===== src/rtl/uart_tx_arbiter_if.sv =====
// Producer-side and uart-side signals around uart_tx_arbiter.
// The arbiter connects through the slave modport; the master modport faces producers and the uart.
interface uart_tx_arbiter_if #(
  parameter int NUM_REQ    = 4,
  parameter int DATA_WIDTH = 8
);
  localparam int ID_W = $clog2(NUM_REQ);

  logic                          arb_enable;
  logic [NUM_REQ-1:0]            req;
  logic [NUM_REQ*DATA_WIDTH-1:0] req_data;
  logic [NUM_REQ-1:0]            gnt;
  logic [ID_W-1:0]               last_gnt_id;
  logic                          busy;
  logic                          ld_tx_data;
  logic [DATA_WIDTH-1:0]         tx_data;
  logic                          tx_enable;
  logic                          tx_empty;
  logic                          err_timeout;

  modport slave (
    input  arb_enable, req, req_data, tx_empty,
    output gnt, last_gnt_id, busy, ld_tx_data, tx_data, tx_enable, err_timeout
  );

  modport master (
    output arb_enable, req, req_data, tx_empty,
    input  gnt, last_gnt_id, busy, ld_tx_data, tx_data, tx_enable, err_timeout
  );
endinterface


===== src/rtl/uart_tx_arbiter.sv =====
// Round-robin scheduler sharing one uart transmitter between NUM_REQ byte producers.
// Optional WAIT_START watchdog enabled by defining UART_ARB_TIMEOUT_EN.
module uart_tx_arbiter #(
  parameter int NUM_REQ        = 4,
  parameter int DATA_WIDTH     = 8,
  parameter int GUARD_CYCLES   = 0,
  parameter int TIMEOUT_CYCLES = 16
) (
  input  logic             txclk,
  input  logic             reset,
  uart_tx_arbiter_if.slave bus
);
  localparam int PTR_W  = $clog2(NUM_REQ);
  localparam int GCNT_W = (GUARD_CYCLES > 1) ? $clog2(GUARD_CYCLES) : 1;
  localparam logic [PTR_W:0]   NUM_REQ_EXT = (PTR_W + 1)'(NUM_REQ);
  localparam logic [PTR_W-1:0] LAST_ID     = PTR_W'(NUM_REQ - 1);

  if (NUM_REQ < 2 || NUM_REQ > 8 || TIMEOUT_CYCLES < 1) begin : g_bad_params
    $error("uart_tx_arbiter: NUM_REQ must be 2..8 and TIMEOUT_CYCLES at least 1");
  end

  typedef enum logic [2:0] {IDLE, LOAD, WAIT_START, WAIT_DONE, GUARD} state_t;

  state_t                  state_reg, state_next;
  logic [PTR_W-1:0]        ptr_reg, ptr_next;
  logic [PTR_W-1:0]        last_id_reg, last_id_next;
  logic [NUM_REQ-1:0]      gnt_reg, gnt_next;
  logic                    ld_reg, ld_next;
  logic                    busy_reg, busy_next;
  logic                    tx_enable_reg;
  logic [DATA_WIDTH-1:0]   tx_data_reg, tx_data_next;
  logic [GCNT_W-1:0]       guard_cnt_reg, guard_cnt_next;
  logic [PTR_W-1:0]        winner;
  logic [PTR_W:0]          cand;
  logic                    found;
  logic [DATA_WIDTH-1:0]   data_arr [NUM_REQ];

`ifdef UART_ARB_TIMEOUT_EN
  localparam int TCNT_W = (TIMEOUT_CYCLES > 1) ? $clog2(TIMEOUT_CYCLES) : 1;
  logic [TCNT_W-1:0] tmo_cnt_reg, tmo_cnt_next;
  logic              err_reg, err_next;
`endif

  for (genvar gi = 0; gi < NUM_REQ; gi++) begin : g_unpack
    assign data_arr[gi] = bus.req_data[gi*DATA_WIDTH +: DATA_WIDTH];
  end

  // First pending request at or above the pointer; the index wraps without
  // ever leaving 0..NUM_REQ-1, even when NUM_REQ is not a power of two.
  always_comb begin
    found  = 1'b0;
    winner = '0;
    cand   = '0;
    for (int i = 0; i < NUM_REQ; i++) begin
      cand = {1'b0, ptr_reg} + (PTR_W + 1)'(i);
      if (cand >= NUM_REQ_EXT) cand = cand - NUM_REQ_EXT;
      if (!found && bus.req[cand[PTR_W-1:0]]) begin
        found  = 1'b1;
        winner = cand[PTR_W-1:0];
      end
    end
  end

  always_comb begin
    state_next     = state_reg;
    ptr_next       = ptr_reg;
    last_id_next   = last_id_reg;
    gnt_next       = '0;
    ld_next        = 1'b0;
    tx_data_next   = tx_data_reg;
    guard_cnt_next = guard_cnt_reg;
`ifdef UART_ARB_TIMEOUT_EN
    tmo_cnt_next   = tmo_cnt_reg;
    err_next       = 1'b0;
`endif
    case (state_reg)
      IDLE: begin
        if (bus.arb_enable && bus.tx_empty && found) begin
          state_next       = LOAD;
          gnt_next[winner] = 1'b1;
          ld_next          = 1'b1;
          tx_data_next     = data_arr[winner];
          last_id_next     = winner;
          ptr_next         = (winner == LAST_ID) ? '0 : winner + PTR_W'(1);
        end
      end
      LOAD: begin
        state_next = WAIT_START;
`ifdef UART_ARB_TIMEOUT_EN
        tmo_cnt_next = '0;
`endif
      end
      // tx_empty may still read high from before the load; only a low level
      // proves the uart has taken the byte.
      WAIT_START: begin
        if (!bus.tx_empty) begin
          state_next = WAIT_DONE;
`ifdef UART_ARB_TIMEOUT_EN
        end else if (int'(tmo_cnt_reg) >= TIMEOUT_CYCLES - 1) begin
          err_next   = 1'b1;
          state_next = IDLE;
        end else begin
          tmo_cnt_next = tmo_cnt_reg + TCNT_W'(1);
`endif
        end
      end
      WAIT_DONE: begin
        if (bus.tx_empty) begin
          if (GUARD_CYCLES == 0) begin
            state_next = IDLE;
          end else begin
            state_next     = GUARD;
            guard_cnt_next = '0;
          end
        end
      end
      GUARD: begin
        if (int'(guard_cnt_reg) >= GUARD_CYCLES - 1) state_next = IDLE;
        else guard_cnt_next = guard_cnt_reg + GCNT_W'(1);
      end
      default: state_next = IDLE;
    endcase
    busy_next = (state_next != IDLE);
  end

  always_ff @(posedge txclk) begin
    if (reset) begin
      state_reg     <= IDLE;
      ptr_reg       <= '0;
      last_id_reg   <= '0;
      gnt_reg       <= '0;
      ld_reg        <= 1'b0;
      busy_reg      <= 1'b0;
      tx_enable_reg <= 1'b0;
      tx_data_reg   <= '0;
      guard_cnt_reg <= '0;
`ifdef UART_ARB_TIMEOUT_EN
      tmo_cnt_reg   <= '0;
      err_reg       <= 1'b0;
`endif
    end else begin
      state_reg     <= state_next;
      ptr_reg       <= ptr_next;
      last_id_reg   <= last_id_next;
      gnt_reg       <= gnt_next;
      ld_reg        <= ld_next;
      busy_reg      <= busy_next;
      tx_enable_reg <= 1'b1;
      tx_data_reg   <= tx_data_next;
      guard_cnt_reg <= guard_cnt_next;
`ifdef UART_ARB_TIMEOUT_EN
      tmo_cnt_reg   <= tmo_cnt_next;
      err_reg       <= err_next;
`endif
    end
  end

  assign bus.gnt         = gnt_reg;
  assign bus.last_gnt_id = last_id_reg;
  assign bus.busy        = busy_reg;
  assign bus.ld_tx_data  = ld_reg;
  assign bus.tx_data     = tx_data_reg;
  assign bus.tx_enable   = tx_enable_reg;
`ifdef UART_ARB_TIMEOUT_EN
  assign bus.err_timeout = err_reg;
`else
  assign bus.err_timeout = 1'b0;
`endif
endmodule


===== src/flat_wrapper.sv =====
// flat-port wrapper written by rule: the top's interface ports become plain ports
module uart_tx_arbiter_flat 
#(
  parameter int NUM_REQ        = 4,
  parameter int DATA_WIDTH     = 8,
  parameter int GUARD_CYCLES   = 0,
  parameter int TIMEOUT_CYCLES = 16
)
  (txclk, reset, bus_arb_enable, bus_req, bus_req_data, bus_tx_empty, bus_gnt, bus_last_gnt_id, bus_busy, bus_ld_tx_data, bus_tx_data, bus_tx_enable, bus_err_timeout);
  uart_tx_arbiter_if #(.NUM_REQ(NUM_REQ), .DATA_WIDTH(DATA_WIDTH)) bus_i ();
  input  logic txclk;
  input  logic reset;
  input wire logic [$bits(bus_i.arb_enable)-1:0] bus_arb_enable;
  input wire logic [$bits(bus_i.req)-1:0] bus_req;
  input wire logic [$bits(bus_i.req_data)-1:0] bus_req_data;
  input wire logic [$bits(bus_i.tx_empty)-1:0] bus_tx_empty;
  output wire logic [$bits(bus_i.gnt)-1:0] bus_gnt;
  output wire logic [$bits(bus_i.last_gnt_id)-1:0] bus_last_gnt_id;
  output wire logic [$bits(bus_i.busy)-1:0] bus_busy;
  output wire logic [$bits(bus_i.ld_tx_data)-1:0] bus_ld_tx_data;
  output wire logic [$bits(bus_i.tx_data)-1:0] bus_tx_data;
  output wire logic [$bits(bus_i.tx_enable)-1:0] bus_tx_enable;
  output wire logic [$bits(bus_i.err_timeout)-1:0] bus_err_timeout;
  assign bus_i.arb_enable = bus_arb_enable;
  assign bus_i.req = bus_req;
  assign bus_i.req_data = bus_req_data;
  assign bus_i.tx_empty = bus_tx_empty;
  assign bus_gnt = bus_i.gnt;
  assign bus_last_gnt_id = bus_i.last_gnt_id;
  assign bus_busy = bus_i.busy;
  assign bus_ld_tx_data = bus_i.ld_tx_data;
  assign bus_tx_data = bus_i.tx_data;
  assign bus_tx_enable = bus_i.tx_enable;
  assign bus_err_timeout = bus_i.err_timeout;
  uart_tx_arbiter #(.NUM_REQ(NUM_REQ), .DATA_WIDTH(DATA_WIDTH), .GUARD_CYCLES(GUARD_CYCLES), .TIMEOUT_CYCLES(TIMEOUT_CYCLES)) u_core (.txclk(txclk), .reset(reset), .bus(bus_i));
endmodule

===== config.mk =====
export PLATFORM = sky130hd
export DESIGN_NAME = uart_tx_arbiter_flat
export DESIGN_NICKNAME = d
export VERILOG_FILES = /design/src/rtl/uart_tx_arbiter_if.sv /design/src/rtl/uart_tx_arbiter.sv /design/src/flat_wrapper.sv
export SDC_FILE = /design/constraint.sdc
export NUM_CORES = 1
export LEC_CHECK = 0
export CORE_ASPECT_RATIO = 0.75
export CORE_UTILIZATION = 35
export DETAILED_ROUTE_END_ITERATION = 6
export PLACE_DENSITY = 0.75
export SYNTH_ARGS = -nofsm -noshare
export SYNTH_HDL_FRONTEND = slang
export SYNTH_SLANG_ARGS = --single-unit

===== constraint.sdc =====
create_clock -name txclk -period 2.2 [get_ports txclk]
set_clock_uncertainty 0.1 [all_clocks]
set_input_delay 0.66 -clock txclk [delete_from_list [all_inputs] [get_ports txclk]]
set_output_delay 0.66 -clock txclk [all_outputs]
set_load 0.005 [all_outputs]

==> results of run 1 <==
-- cell families (layout without fill, tap and decap cells) --
group | count (synthesis) | in the layout
mux | 17 | 17
simple gates | 35 | 35
compound gates | 20 | 20
flops | 22 | 22
other cells | 1 | 2
fa+ha+maj | 4 | 4
buf+inv | 10 | 82
-- power by group through the flow --
stage               registers [mW]  logic (mW)  clock network [mW]
floorplan                    0.429       0.101                   0
global placement             0.429       0.230                   0
detailed placement           0.430       0.236                   0
CTS                          0.421       0.243               0.377
global route                 0.423       0.274               0.397
finish                       0.421       0.253               0.372
-- through the flow --
step	total power, mW	area [um^2]
floorplan	0.5300	1139
global placement	0.6597	1838
detailed placement	0.6655	1838
CTS	1.040	1944
global route	1.095	1983
finish	1.046	1983
-- cell usage in the layout, fill, tap and decap left out, drive strengths merged --
cell | Yosys | final
nand3 | 9 | 9
inv | 3 | 3
mux2i | 17 | 17
a21boi | 2 | 2
and2 | 4 | 4
nor2b | 4 | 4
nand2 | 2 | 2
dlygate4sd2 | 0 | 4
dfxtp | 22 | 22
clkbuf | 1 | 3
clkdlybuf4s50 | 0 | 52
or4 | 1 | 1
bufinv | 0 | 1
a21oi | 3 | 3
o21ai | 4 | 4
nor2 | 8 | 8
nor3b | 1 | 1
nand2b | 1 | 1
or3 | 3 | 3
a31oi | 1 | 1
or2 | 1 | 1
nor4b | 1 | 1
o221ai | 9 | 9
buf | 6 | 19
o32ai | 1 | 1
ha | 4 | 4
conb | 1 | 2
-- worst paths after layout --
| kind | to | from | slack [ns] |
|---|---|---|---|
| worst min-delay path | u_core.bus.last_gnt_id[0] | u_core.bus.last_gnt_id[0] | 0.36 |
| worst max-delay path | u_core.bus.tx_data[1] | bus_req[0] | 0.06 |
| worst min register to register | u_core.bus.last_gnt_id[0] | u_core.bus.last_gnt_id[0] | 0.36 |
| worst max register to register | u_core.ptr_reg[1] | u_core.ptr_reg[1] | 0.36 |
-- metal layers --
layer	track usage [%]	part of all wire [%]
met5	0	0
met1	21.22	45
met2	30.53	46
met3	6.696	7.2
met4	6.738	1.5
-- worst min-delay path, cell delays in order (launching register included) --
cell and delay (ns):
dfxtp_1 0.31, nand2_1 0.05, a21oi_1 0.05
-- cell type report --
cell class / instances / area (um^2)
fillers: 233 / 1016
multi-input cells: 78 / 701.9
flip-flops and latches: 22 / 440.4
inverters: 3 / 11.26
clock buffers: 3 / 41.29
clock inverters: 1 / 30.03
well taps: 38 / 47.55
repair buffers: 75 / 710.7
-- repair_timing --
item                       in CTS  in global routing
gates resized for setup         8                  9
setup buffers                   3                  1
hold buffers                    0                  0
setup endpoints to repair      17                  6
pin swaps                       2                  5
==> results by group, run 1 <==
Synth
  – Count of mapped cells out of synthesis: ~110
  – Ranking of synthesized cells by instance count: dfxtp_1, mux2i_1, nand3_1
  – Combinational family with the most area after synthesis: compound AO/OA/AOI/OAI gates
  – Post-synth top area share: slightly below 40%
  – Async SR Flop Fraction: 0%
  – Xor/xnor share of the synthesized area: 0%
  – Post-synthesis adder-cell area fraction: 4.420%
  – Mean cell area of the mapped netlist: 10.39 um^2
  – Mux cell area share after synthesis: between 10% and 20%
  – Post-synthesis sequential element count: 22
  – Biggest area contributors in the synthesized netlist: dfxtp_1, mux2i_1, o221ai_2, ha_1, nand3_1
  – Count of warnings emitted by yosys: 0
  – Count leader, synth: dfxtp_1
  – Netlist area before placement: about 1100 um^2
  – Area share of and/or/nand/nor cells after synthesis: 16.57%
  – Part of the Yosys area used for sequential elements: between 30% and 40%
  – Leading register cell type out of synthesis: dfxtp_1
  – Most area-hungry cell type in the Yosys netlist: dfxtp_1
  – Fraction of the mapped netlist area in compound gates: about 20%
  – Number of flops mapped to enable cells by yosys: 0
  – Unique cell type count in the Yosys netlist: 30

Clock tree
  – Clock tree from TritonCTS: done
  – Clock input transition at the sequential cells of the worst setup and hold paths: around 0.080 ns
  – Clock root buffer: clkbuf_8
  – Number of sinks driven by the clock tree: 22
  – Number of levels the H-tree was split into: 1
  – Later-pin clock latency in the skew report: between 0.2 and 0.3 ns
  – TritonCTS Buffers: 3
  – Deepest clock path buffer count: 2

Power
  – Switch share: between 20% and 30%
  – Power per Cell Area: roughly 530 nW/um^2
  – Logic gate share of total power: 24.2%
  – Leakage dissipation: ~0.8 nW
  – Pint: approximately 810 uW
  – Peak ir drop on the vdd network: 332.1 uV
  – Sequential power share: 40.3%
  – Switch Pwr: approximately 230 uW
  – Relative contribution of the clock network to total power: between 30 and 40%

Timing
  – Final worst path period need: between 2 and 2.5 ns
  – WHS: 0.3605 ns
  – Total Negative Setup Slacks: 0 ns
  – Count of final max-slew check failures: 0
  – Max Clk Rate: approximately 470 MHz
  – Final worst setup slack: about 0.059 ns
  – Final worst path period share: between 90% and 100%
  – Final hold viol count: 0
  – Total of endpoints with negative setup slack in the final report: 0

Job
  – Number of maximum-capacitance violations: 0

GRT
  – Total GRT Usage: a little under a fifth
  – Pin count of the biggest net entering global routing: 14
  – Number of antenna violations at the first check in global routing: 0
  – Total overflow reported by the global router: 0
  – Number of global-route vias before repair: about 1,100
  – Global-route wire length before repair: between 4000 and 5000 um

Placed design
  – Pre-CTS setup slack: -0.4796 ns
  – Buffers on Ports: 56
  – Placed wire-length estimate after detailed placement: approximately 2200 um
  – Routability Congestion: approximately 0.90
  – Number of cells in the design after placement: ~210

Floorplanning
  – I/O pins: 58
  – Height of the chip: roughly 51 um
  – Std-Cell Rows: 17
  – Die outline area: 3469 um^2
  – Die Wd: about 68 um
  – Initial standard-cell utilization of the core: 37.76%
  – Core Footprint: between 2000 and 3000 um^2

Critical path
  – Crit Path Max Fanout: 5
  – Critical path class: in -> reg
  – Crit path launch type: primary input
  – Depth of the worst register-to-register path: 8
  – Critical path endpoint category: flip-flop
  – Logic depth of the worst path, buffers included: 8
  – Cells along the critical path: dlygate4sd2_1, nor2b_1, nor2_1, o221ai_2, buf_4, buf_4, mux2i_2, o221ai_4
  – CP Data Required Time: between 2 and 2.5 ns
  – Most numerous cell on the critical path: buf_4
  – Crit-path max cell delay: 0.30 ns
  – Arrival time reported for the critical path endpoint: between 2 and 2.5 ns
  – Crit path max-delay family: buffers and inverters
  – Buffering stage count on the worst path with inverters included: 3
  – Standard cell with the maximum stage delay on the critical path: dlygate4sd2_1

Cells and area
  – Cell Count, Final, Fillers Out: 220
  – Flip-flop count of the largest register after layout: 8
  – Utilization of the core after routing: about 66%
  – Syn-to-layout area delta: 75.14%
  – Net total in the final layout: 227
  – Share of post-route cells with drive strength above 1: between 20% and 30%
  – ANT cells: 0

Run status
  – Outcome: finished clean

Min path
  – Min-Delay Path Class: reg -> reg
  – Worst hold path depth: 2

Routing
  – Residual DRC: 0
  – Number of vias per cell: ~4.8
  – Drt first-iter violations: 30
  – Mean routed wirelength per cell: 12.40 um
  – Total iterations of the first detailed-routing run: 4
  – Total length of routed wires: ~2700 um
  – Vias after detailed routing: approximately 1,100
  – Remaining number of nets flagged by the antenna check after routing: 0
(Power assumes the default switching activity.)
==> run 2, diff against run 1 <==
CORE_UTILIZATION = 60   (was 35)
DONT_BUFFER_PORTS = 1   (was unset)
PLACE_DENSITY = 0.76   (was 0.75)
SKIP_CTS_REPAIR_TIMING = 1   (was unset)
clock period = 2.4 ns   (was 2.2 ns; I/O delays follow)
==> run 2 against run 1 <==
Net effect:
- sequential share of layout area grew 14 points
- global-route usage up 2.3 points
- clock-buffer cell count unchanged
- register-to-register slack about the same
- hold slack worse by 0.020 ns
==> results by group, run 2 (synthesis results as in run 1) <==
Run status
  – Outcome: finished clean

Timing
  – WHS: approximately 0.34 ns
  – Total of endpoints with negative setup slack in the final report: 0
  – Count of final max-slew check failures: 0
  – Setup repair after global routing missed its margin: no
  – Final hold viol count: 0
  – Final worst path period need: around 2.1 ns
  – Final worst path period share: 86.19%
  – Total Negative Setup Slacks: 0 ns
  – Max Clk Rate: roughly 480 MHz

Cells and area
  – Cell Count, Final, Fillers Out: around 130
  – # fillers: 145
  – Most common library cell in the layout ignoring fill and taps: dfxtp_1
  – Share of post-route cells with drive strength above 1: 18.18%
  – Syn-to-layout area delta: 7.072%
  – Utilization of the core after routing: between 60% and 70%
  – Leading cell types in the layout, fill and taps excluded: dfxtp_1, mux2i_1, o221ai_2, nand3_1, nor2_1
  – ANT cells: 0
  – Net total in the final layout: approximately 160
  – Flip-flop count of the largest register after layout: 8

Floorplanning
  – Height of the chip: about 40 um
  – Die Wd: between 50 and 60 um
  – Die outline area: around 2100 um^2
  – Core Footprint: 1757 um^2
  – Initial standard-cell utilization of the core: approximately 64%
  – I/O pins: slightly below 60
  – Std-Cell Rows: 13

Placed design
  – Number of cells in the design after placement: 128
  – Placed wire-length estimate after detailed placement: 1531 um
  – Buffers on Ports: 0
  – Routability Congestion: between 0.8 and 0.9

Critical path
  – Crit-path max cell delay: approximately 0.56 ns
  – Cells along the critical path: nor2b_1, a21boi_4, o32ai_4, inv_2, or3_1, o221ai_2
  – Standard cell with the maximum stage delay on the critical path: or3_1
  – Reg-to-Reg Start: u_core.ptr_reg[1]
  – CP Data Required Time: between 2 and 3 ns
  – Crit Reg-Reg Endpoint: u_core.bus.tx_data[3]
  – Crit Path Max Fanout: 8
  – Depth of the worst register-to-register path: 5
  – Critical path endpoint category: flip-flop
  – Crit path launch type: primary input
  – R2r setup slk: approximately 0.36 ns
  – Arrival time reported for the critical path endpoint: around 2.2 ns
  – Critical path class: in -> reg

Routing
  – Total iterations of the first detailed-routing run: 4
  – Number of vias per cell: between 6 and 7
  – Residual DRC: 0
  – Vias after detailed routing: approximately 800
  – Remaining number of nets flagged by the antenna check after routing: 0
  – Drt first-iter violations: 12
  – Mean routed wirelength per cell: approximately 16 um
  – Total length of routed wires: approximately 2000 um

Power
  – Peak ir drop on the vdd network: about 460 uV
  – Leakage dissipation: between 0.5 and 0.6 nW
  – Power per Cell Area: approximately 650 nW/um^2

GRT
  – Total overflow reported by the global router: 0
  – Pin count of the biggest net entering global routing: 17
  – Number of global-route vias before repair: about 670
  – Global-route wire length before repair: about 2900 um
  – Total GRT Usage: 20.66%
  – Number of antenna violations at the first check in global routing: 0

Clock tree
  – Clock input transition at the sequential cells of the worst setup and hold paths: roughly 0.13 ns
  – Clock tree from TritonCTS: done
  – Deepest clock path buffer count: 2
  – Number of levels the H-tree was split into: 1
  – Later-pin clock latency in the skew report: between 0.3 and 0.4 ns
  – TritonCTS Buffers: 3
  – Clock root buffer: clkbuf_4
  – Number of sinks driven by the clock tree: 22

Min path
  – Hold path startpoint: reset
  – Worst hold path depth: 1
  – Min-Delay Path Class: in -> reg
  – Worst Hold End: u_core.bus.last_gnt_id[0]

Job
  – Number of maximum-capacitance violations: 0
-- run 2: changes by cell type in the layout (fill, tap and decap cells not counted), sizes merged --
cell	delta
buf	-16
clkdlybuf4s50	-52
dlygate4sd2	-4
-- run 2: per-layer routing --
layer | up-vias | part of all wire, % | GRT usage [%]
met5 | - | 0 | 0
met4 | 0 | 0.44 | 3.947
met3 | 2 | 9.4 | 10.08
met2 | 39 | 44 | 32.37
met1 | 366 | 46 | 25.81
li1 | 397 | - | -
-- run 2: metrics by stage --
| stage | worst slack (ns) | power [mW] | area [um^2] |
|---|---|---|---|
| after global routing | 0.2643 | 0.8159 | 1212 |
| after CTS | 0.3210 | 0.7885 | 1212 |
| after global placement | 0.01932 | 0.5007 | 1160 |
| after detailed placement | -0.009611 | 0.5026 | 1160 |
| final | 0.3314 | 0.7837 | 1212 |
| after floorplan | 0.09995 | 0.4847 | 1136 |
-- run 2: where the power goes --
group / leakage, nW / switching (mW) / internal [mW]
logic: 0.312 / 0.0560 / 0.0510
registers: 0.179 / 0.00978 / 0.378
clock network: 0.0279 / 0.120 / 0.169
total: 0.519 / 0.186 / 0.598
-- run 2: final cells by class --
cell class / count / area, um^2 / area share (%)
clock buffers: 3 / 22.52 / 1.858
multi-input cells: 78 / 645.6 / 53.25
flip-flops and latches: 22 / 440.4 / 36.33
clock inverters: 1 / 30.03 / 2.477
inverters: 3 / 11.26 / 0.9288
well taps: 22 / 27.53 / 2.270
repair buffers: 3 / 35.03 / 2.890
-- run 2: worst max-delay path, delay by kind of cell --
family / cells / cell delay (ns)
buffers and inverters: 1 / 0.09
AOI/OAI and AO/OA: 3 / 0.73
and+or+nand+nor: 2 / 0.68
-- run 2: worst max-delay path by stage --
stage                from                    end  slack [ns]  depth (start not counted)
3_3_place_gp   bus_req[2]  u_core.bus.tx_data[0]        0.02                          6
4_1_cts        bus_req[2]  u_core.bus.tx_data[3]        0.32                          6
3_5_place_dp   bus_req[2]  u_core.bus.tx_data[2]       -0.01                          6
2_1_floorplan  bus_req[2]      u_core.ptr_reg[0]         0.1                         10
5_1_grt        bus_req[2]  u_core.bus.tx_data[4]        0.26                          6
6_report       bus_req[2]  u_core.bus.tx_data[3]        0.33                          6
==> run 3, diff against run 2 <==
CAP_MARGIN = 15   (was unset)
==> results of run 3 <==
Final layout, timing and power as in run 2 (identical DEF).
